===== src/rtl/spi_master_ctrl_pkg.sv =====
// spi_master_ctrl_pkg: FSM state encodings, SPI mode and default sizing
// shared by the SPI master and its bench.
package spi_master_ctrl_pkg;
  typedef enum logic [2:0] {
    S_IDLE  = 3'd0,
    S_LEAD  = 3'd1,
    S_SHIFT = 3'd2,
    S_TRAIL = 3'd3,
    S_GAP   = 3'd4
  } state_t;
  localparam logic [1:0] SPI_MODE0   = 2'b00;
  localparam int         DEF_DATA_W  = 8;
  localparam int         DEF_CLK_DIV = 4;
endpackage


===== src/rtl/spi_clk_div.sv =====
// spi_clk_div: half-period counter producing tick/rise/fall strobes and the
// sclk level; everything clears while disabled.
module spi_clk_div #(
  parameter int CLK_DIV = 4
) (
  input  logic clk,
  input  logic rst_n,
  input  logic i_en,
  input  logic i_shift,
  output logic o_tick,
  output logic o_rise_stb,
  output logic o_fall_stb,
  output logic o_sclk
);
  localparam int CW = $clog2(CLK_DIV + 1);
  logic [CW-1:0] r_cnt;
  logic          r_sclk;
  logic          w_tick;
  assign w_tick     = i_en && (r_cnt == CW'(CLK_DIV - 1));
  assign o_tick     = w_tick;
  assign o_rise_stb = w_tick && i_shift && !r_sclk;
  assign o_fall_stb = w_tick && i_shift && r_sclk;
  assign o_sclk     = r_sclk;
  always_ff @(posedge clk or negedge rst_n) begin
    if (!rst_n) begin
      r_cnt  <= '0;
      r_sclk <= 1'b0;
    end else if (!i_en) begin
      r_cnt  <= '0;
      r_sclk <= 1'b0;
    end else begin
      r_cnt <= w_tick ? '0 : r_cnt + 1'b1;
      if (w_tick && i_shift) r_sclk <= ~r_sclk;
    end
  end
endmodule


===== src/rtl/spi_master_ctrl.sv =====
// spi_master_ctrl: SPI mode-0 master with a valid/ready word interface.
// Defining SPI_MASTER_LSB_FIRST_EN adds a per-transfer lsb_first select.
module spi_master_ctrl
  import spi_master_ctrl_pkg::*;
#(
  parameter int DATA_W  = DEF_DATA_W,
  parameter int CLK_DIV = DEF_CLK_DIV
) (
  input  logic              clk,
  input  logic              rst_n,
  input  logic              tx_valid,
  output logic              tx_ready,
  input  logic [DATA_W-1:0] tx_data,
`ifdef SPI_MASTER_LSB_FIRST_EN
  input  logic              lsb_first,
`endif
  output logic              rx_valid,
  output logic [DATA_W-1:0] rx_data,
  output logic              busy,
  output logic              cs,
  output logic              sclk,
  output logic              mosi,
  input  logic              miso
);
  localparam int BW = $clog2(DATA_W + 1);
  state_t            r_state, w_next;
  logic [DATA_W-1:0] r_tx, r_rx, r_rx_data;
  logic [BW-1:0]     r_bits;
  logic              r_lsb, r_mosi, r_rx_valid;
  logic              w_lsb_in, w_accept, w_tick, w_rise, w_fall, w_last;
`ifdef SPI_MASTER_LSB_FIRST_EN
  assign w_lsb_in = lsb_first;
`else
  assign w_lsb_in = 1'b0;
`endif
  spi_clk_div #(.CLK_DIV(CLK_DIV)) u_div (
    .clk        (clk),
    .rst_n      (rst_n),
    .i_en       (r_state != S_IDLE),
    .i_shift    (r_state == S_SHIFT),
    .o_tick     (w_tick),
    .o_rise_stb (w_rise),
    .o_fall_stb (w_fall),
    .o_sclk     (sclk)
  );
  assign tx_ready = (r_state == S_IDLE);
  assign busy     = !tx_ready;
  assign w_accept = tx_valid && tx_ready;
  assign cs       = (r_state == S_IDLE) || (r_state == S_GAP);
  assign mosi     = r_mosi;
  assign rx_valid = r_rx_valid;
  assign rx_data  = r_rx_data;
  assign w_last   = (r_bits == BW'(DATA_W - 1));
  always_ff @(posedge clk or negedge rst_n) begin
    if (!rst_n) r_state <= S_IDLE;
    else        r_state <= w_next;
  end
  always_comb begin
    w_next = r_state;
    case (r_state)
      S_IDLE:  w_next = w_accept ? S_LEAD : S_IDLE;
      S_LEAD:  w_next = w_tick ? S_SHIFT : S_LEAD;
      S_SHIFT: w_next = (w_fall && w_last) ? S_TRAIL : S_SHIFT;
      S_TRAIL: w_next = w_tick ? S_GAP : S_TRAIL;
      S_GAP:   w_next = w_tick ? S_IDLE : S_GAP;
      default: w_next = S_IDLE;
    endcase
  end
  // The last falling edge leaves mosi alone; it is parked low when cs rises.
  always_ff @(posedge clk or negedge rst_n) begin
    if (!rst_n) begin
      r_tx       <= '0;
      r_rx       <= '0;
      r_rx_data  <= '0;
      r_rx_valid <= 1'b0;
      r_mosi     <= 1'b0;
      r_bits     <= '0;
      r_lsb      <= 1'b0;
    end else begin
      r_rx_valid <= 1'b0;
      if (w_accept) begin
        r_tx   <= tx_data;
        r_lsb  <= w_lsb_in;
        r_mosi <= w_lsb_in ? tx_data[0] : tx_data[DATA_W-1];
        r_bits <= '0;
      end
      if (w_rise) r_rx <= r_lsb ? {miso, r_rx[DATA_W-1:1]} : {r_rx[DATA_W-2:0], miso};
      if (w_fall) begin
        r_bits <= r_bits + 1'b1;
        if (!w_last) begin
          r_tx   <= r_lsb ? (r_tx >> 1) : (r_tx << 1);
          r_mosi <= r_lsb ? r_tx[1] : r_tx[DATA_W-2];
        end
      end
      if (r_state == S_TRAIL && w_tick) begin
        r_rx_valid <= 1'b1;
        r_rx_data  <= r_rx;
        r_mosi     <= 1'b0;
      end
    end
  end
endmodule


===== config.mk =====
export PLATFORM = sky130hd
export DESIGN_NAME = spi_master_ctrl
export DESIGN_NICKNAME = d
export VERILOG_FILES = /design/src/rtl/spi_master_ctrl_pkg.sv /design/src/rtl/spi_clk_div.sv /design/src/rtl/spi_master_ctrl.sv
export SDC_FILE = /design/constraint.sdc
export NUM_CORES = 1
export LEC_CHECK = 0
export CORE_MARGIN = 2
export CORE_UTILIZATION = 40
export CTS_CLUSTER_SIZE = 30
export DETAILED_ROUTE_END_ITERATION = 10
export GPL_TIMING_DRIVEN = 0
export PLACE_DENSITY = 0.62
export SETUP_SLACK_MARGIN = 0.05
export SKIP_CTS_REPAIR_TIMING = 1
export SLEW_MARGIN = 5
export SYNTH_ARGS = -nofsm -noshare
export SYNTH_HDL_FRONTEND = slang
export SYNTH_SLANG_ARGS = --single-unit

===== constraint.sdc =====
create_clock -name clk -period 2.3 [get_ports clk]
set_input_delay 0.345 -clock clk [delete_from_list [all_inputs] [get_ports clk]]
set_output_delay 0.345 -clock clk [all_outputs]
set_load 0.05 [all_outputs]

==> metrics.md <==
| Metric | Value |
|---|---|
| Run status | `finished, final reports clean` |
| Diodes inserted | `0` |
| Slew @ Worst Pin | `1.19 ns` |
| # H-tree levels | `2` |
| Reg2reg setup slack | `0.34 ns` |
| Die Y | `67.3 µm` |
| Number of remaining DRC errors | `0` |
| Vias in the first global route | `1188` |
| Final ANT Viol Nets | `0` |
| Drt first pass iters | `4` |
| Starting Density | `41.0%` |
| Num CTS Buffers | `5` |
| Synth Warn # | `0` |
| CP Cell Sequence | `buf_2 > nor2_1 > clkdlybuf4s50_1` |
| Die area | `0.00453 mm²` |
| GPL Wtd Cong | `0.792` |
| Buffers & Inverters on Critical Path | `2` |
| EDFF count, synth | `0` |
| WL per Instance | `13.9 µm` |
| Crit path kind | `flip-flop to output port` |
| Port bufs | `25` |
| Share of post-route cells with drive strength above 1 | `19.3%` |
| Crit path time final | `2.15 ns` |
| Detail Placement HPWL | `2130 µm` |
| Peak VDD IR | `0.322 mV` |
| Area Growth Syn to Fin | `25.1%` |
| RSZ-0062 raised after global routing | `no` |
| I/O pin count | `26` |
| Setup crit end kind | `output port` |
| Top FF cell, synth | `dfrtp_1` |
| Syn Nets | `152` |
| Root buffer cell | `clkbuf_8` |
| Largest net degree at the start of global routing | `37` |
| Hold Vio Cnt, Final | `0` |
| Pwr/cell area | `557 mW/mm²` |
| Filler instances | `366` |
| Synth Cell Area | `0.00160 mm²` |
| Yosys cell types | `36` |
| Core box area | `0.00391 mm²` |
| Avg Cell Area, Syn | `11.6 µm²` |
| Worst hold-check path type | `primary input to async pin` |
| Slew Viols, Final | `0` |
| Seq/Total Area, Yosys | `56.2%` |
| CP delay by family, top | `buffers and inverters` |
| Site Rows | `23` |
| Clock buffer depth | `2` |
| Global-route wire length before repair | `5270 µm` |
| CP arrival | `1.81 ns` |
| Worst clock skew | `0.0111 ns` |
| Tot GR Track Use | `15.7%` |
| Final Setup Violations | `0` |
| FF+latch count, synth | `36` |
| Grt ovf | `0` |
| Slowest stage cell, crit path | `clkdlybuf4s50_1` |
| Vias/cell | `5.26` |
| Fin worst setup slack | `0.147 ns` |
| First DRT Iteration DRCs | `78` |
| Overall Power | `1.12 mW` |
| Place WS | `0.0780 ns` |
| Slowest stage delay, CP | `0.83 ns` |
| Mapped Cells | `138` |
| Synth async-reset ratio | `100%` |
| Via Count | `1162` |
| Critical path peak fanout | `9` |
| Clock sinks | `36` |
| Crit start category | `flip-flop` |
| Initial antenna violation count | `0` |
| Final net count | `184` |
| Period utilization | `93.6%` |
| Leakage | `0.889 nW` |
| Max-Cap Viols | `0` |
| Max Clk Rate | `0.464 GHz` |
| Clock Pin Slew Worst Setup and Hold Paths | `0.08 ns` |
| CTS tree | `built` |
| Die Width | `67.3 µm` |
| Slew headroom | `19.4%` |
| Clk Latency, worst-skew pair | `0.29 ns` |
| Worst path required time | `1.96 ns` |
| DRT Wirelength | `3080 µm` |
-- cell usage after synthesis (2+ instances only) --
cell	n	area, µm²
dfrtp_1	36	901
mux2_2	16	180
nand2_1	16	60.1
nor4_1	8	50.1
a31oi_1	6	37.5
clkbuf_1	5	18.8
inv_1	5	18.8
o21ai_0	5	25.0
mux2i_1	3	30.0
nor2_1	3	11.3
nor3_1	3	15.0
buf_2	2	10.0
buf_6	2	22.5
ha_1	2	25.0
nand3_1	2	10.0
nand3b_1	2	15.0
nor3b_1	2	15.0
nor4b_1	2	17.5
-- per-layer routing --
metal,up-vias,GRT usage [%],share of wire (%)
li1,560,-,-
met1,572,19.9,44
met2,23,24.1,50
met3,7,4.17,3.8
met4,0,9.44,2.4
met5,-,0,0
-- kinds of logic (layout without fill, tap and decap cells) --
group	count (synthesis)	after routing	share of synthesized area (%)
AO/OA/AOI/OAI	18	18	7.65
buffers and inverters	15	48	4.68
multiplexers	19	19	13.1
adder cells (fa/ha/maj)	2	2	1.56
flip-flops	36	36	56.2
XOR/XNOR	1	1	0.547
AND/OR/NAND/NOR	47	47	16.2
-- sequential cells by signal (all words and copies together), names as in the netlist --
register and cells:
u_div.o_sclk 1, r_rx 8, u_div.r_cnt 3, rx_data 8, r_tx 7, r_bits 4, rx_valid 1, r_state 3
mosi 1
-- per-stage QoR --
step | area [µm²] | util (%) | setup TNS (ns) | hold WS (ns) | std cells
final | 2010 | 51.2 | 0 | 0.131 | 221
after global routing | 2010 | 51.2 | 0 | 0.174 | 221
after CTS | 2000 | 51.1 | -0.0597 | 0.156 | 221
after detailed placement | 1920 | 48.9 | 0 | 0.440 | 213
after global placement | 1920 | 49.1 | 0 | 0.429 | 213
after floorplan | 1610 | - | 0 | 0.0494 | 138
-- power breakdown --
group | leakage, nW | switching [mW] | total [mW] | internal (mW)
sequential | 0.462 | 0.00420 | 0.643 | 0.639
combinational | 0.385 | 0.0153 | 0.0357 | 0.0204
clock | 0.0424 | 0.222 | 0.438 | 0.216
-- placed cells by master, fill, tap and decap left out, types with 3 or more instances in the layout --
| cell type | n |
|---|---|
| o21ai_0 | 5 |
| mux2i_1 | 3 |
| a31oi_1 | 6 |
| nor2_1 | 3 |
| clkbuf_8 | 5 |
| nand2_1 | 16 |
| mux2_2 | 16 |
| dfrtp_1 | 36 |
| inv_1 | 5 |
| clkdlybuf4s50_1 | 22 |
| buf_2 | 3 |
| clkbuf_1 | 7 |
| nor4_1 | 8 |
-- final timing paths --
| path | startpoint | to | cells past startpoint |
|---|---|---|---|
| min in group clk | u_div.r_cnt[0] | u_div.r_cnt[0] | 1 |
| max | r_state[0] | cs | 3 |
| min reg2reg | u_div.r_cnt[0] | u_div.r_cnt[0] | 1 |
| max in group asynchronous | rst_n | r_rx[4] | 1 |
| max reg2reg | r_state[0] | r_tx[6] | 4 |
| min | rst_n | rx_data[6] | 1 |
-- area by class of cell --
type,instances,area [µm²],area share (%)
clock buffer,7,76.3,3.81
clock inverter,1,8.76,0.437
buffer,10,56.3,2.81
sequential,36,901,44.9
inverter,5,18.8,0.936
timing repair buffer,25,250,12.5
multi-input combinational,87,632,31.5
tap,50,62.6,3.12
Note: power is estimated with default switching activity, not from simulation.
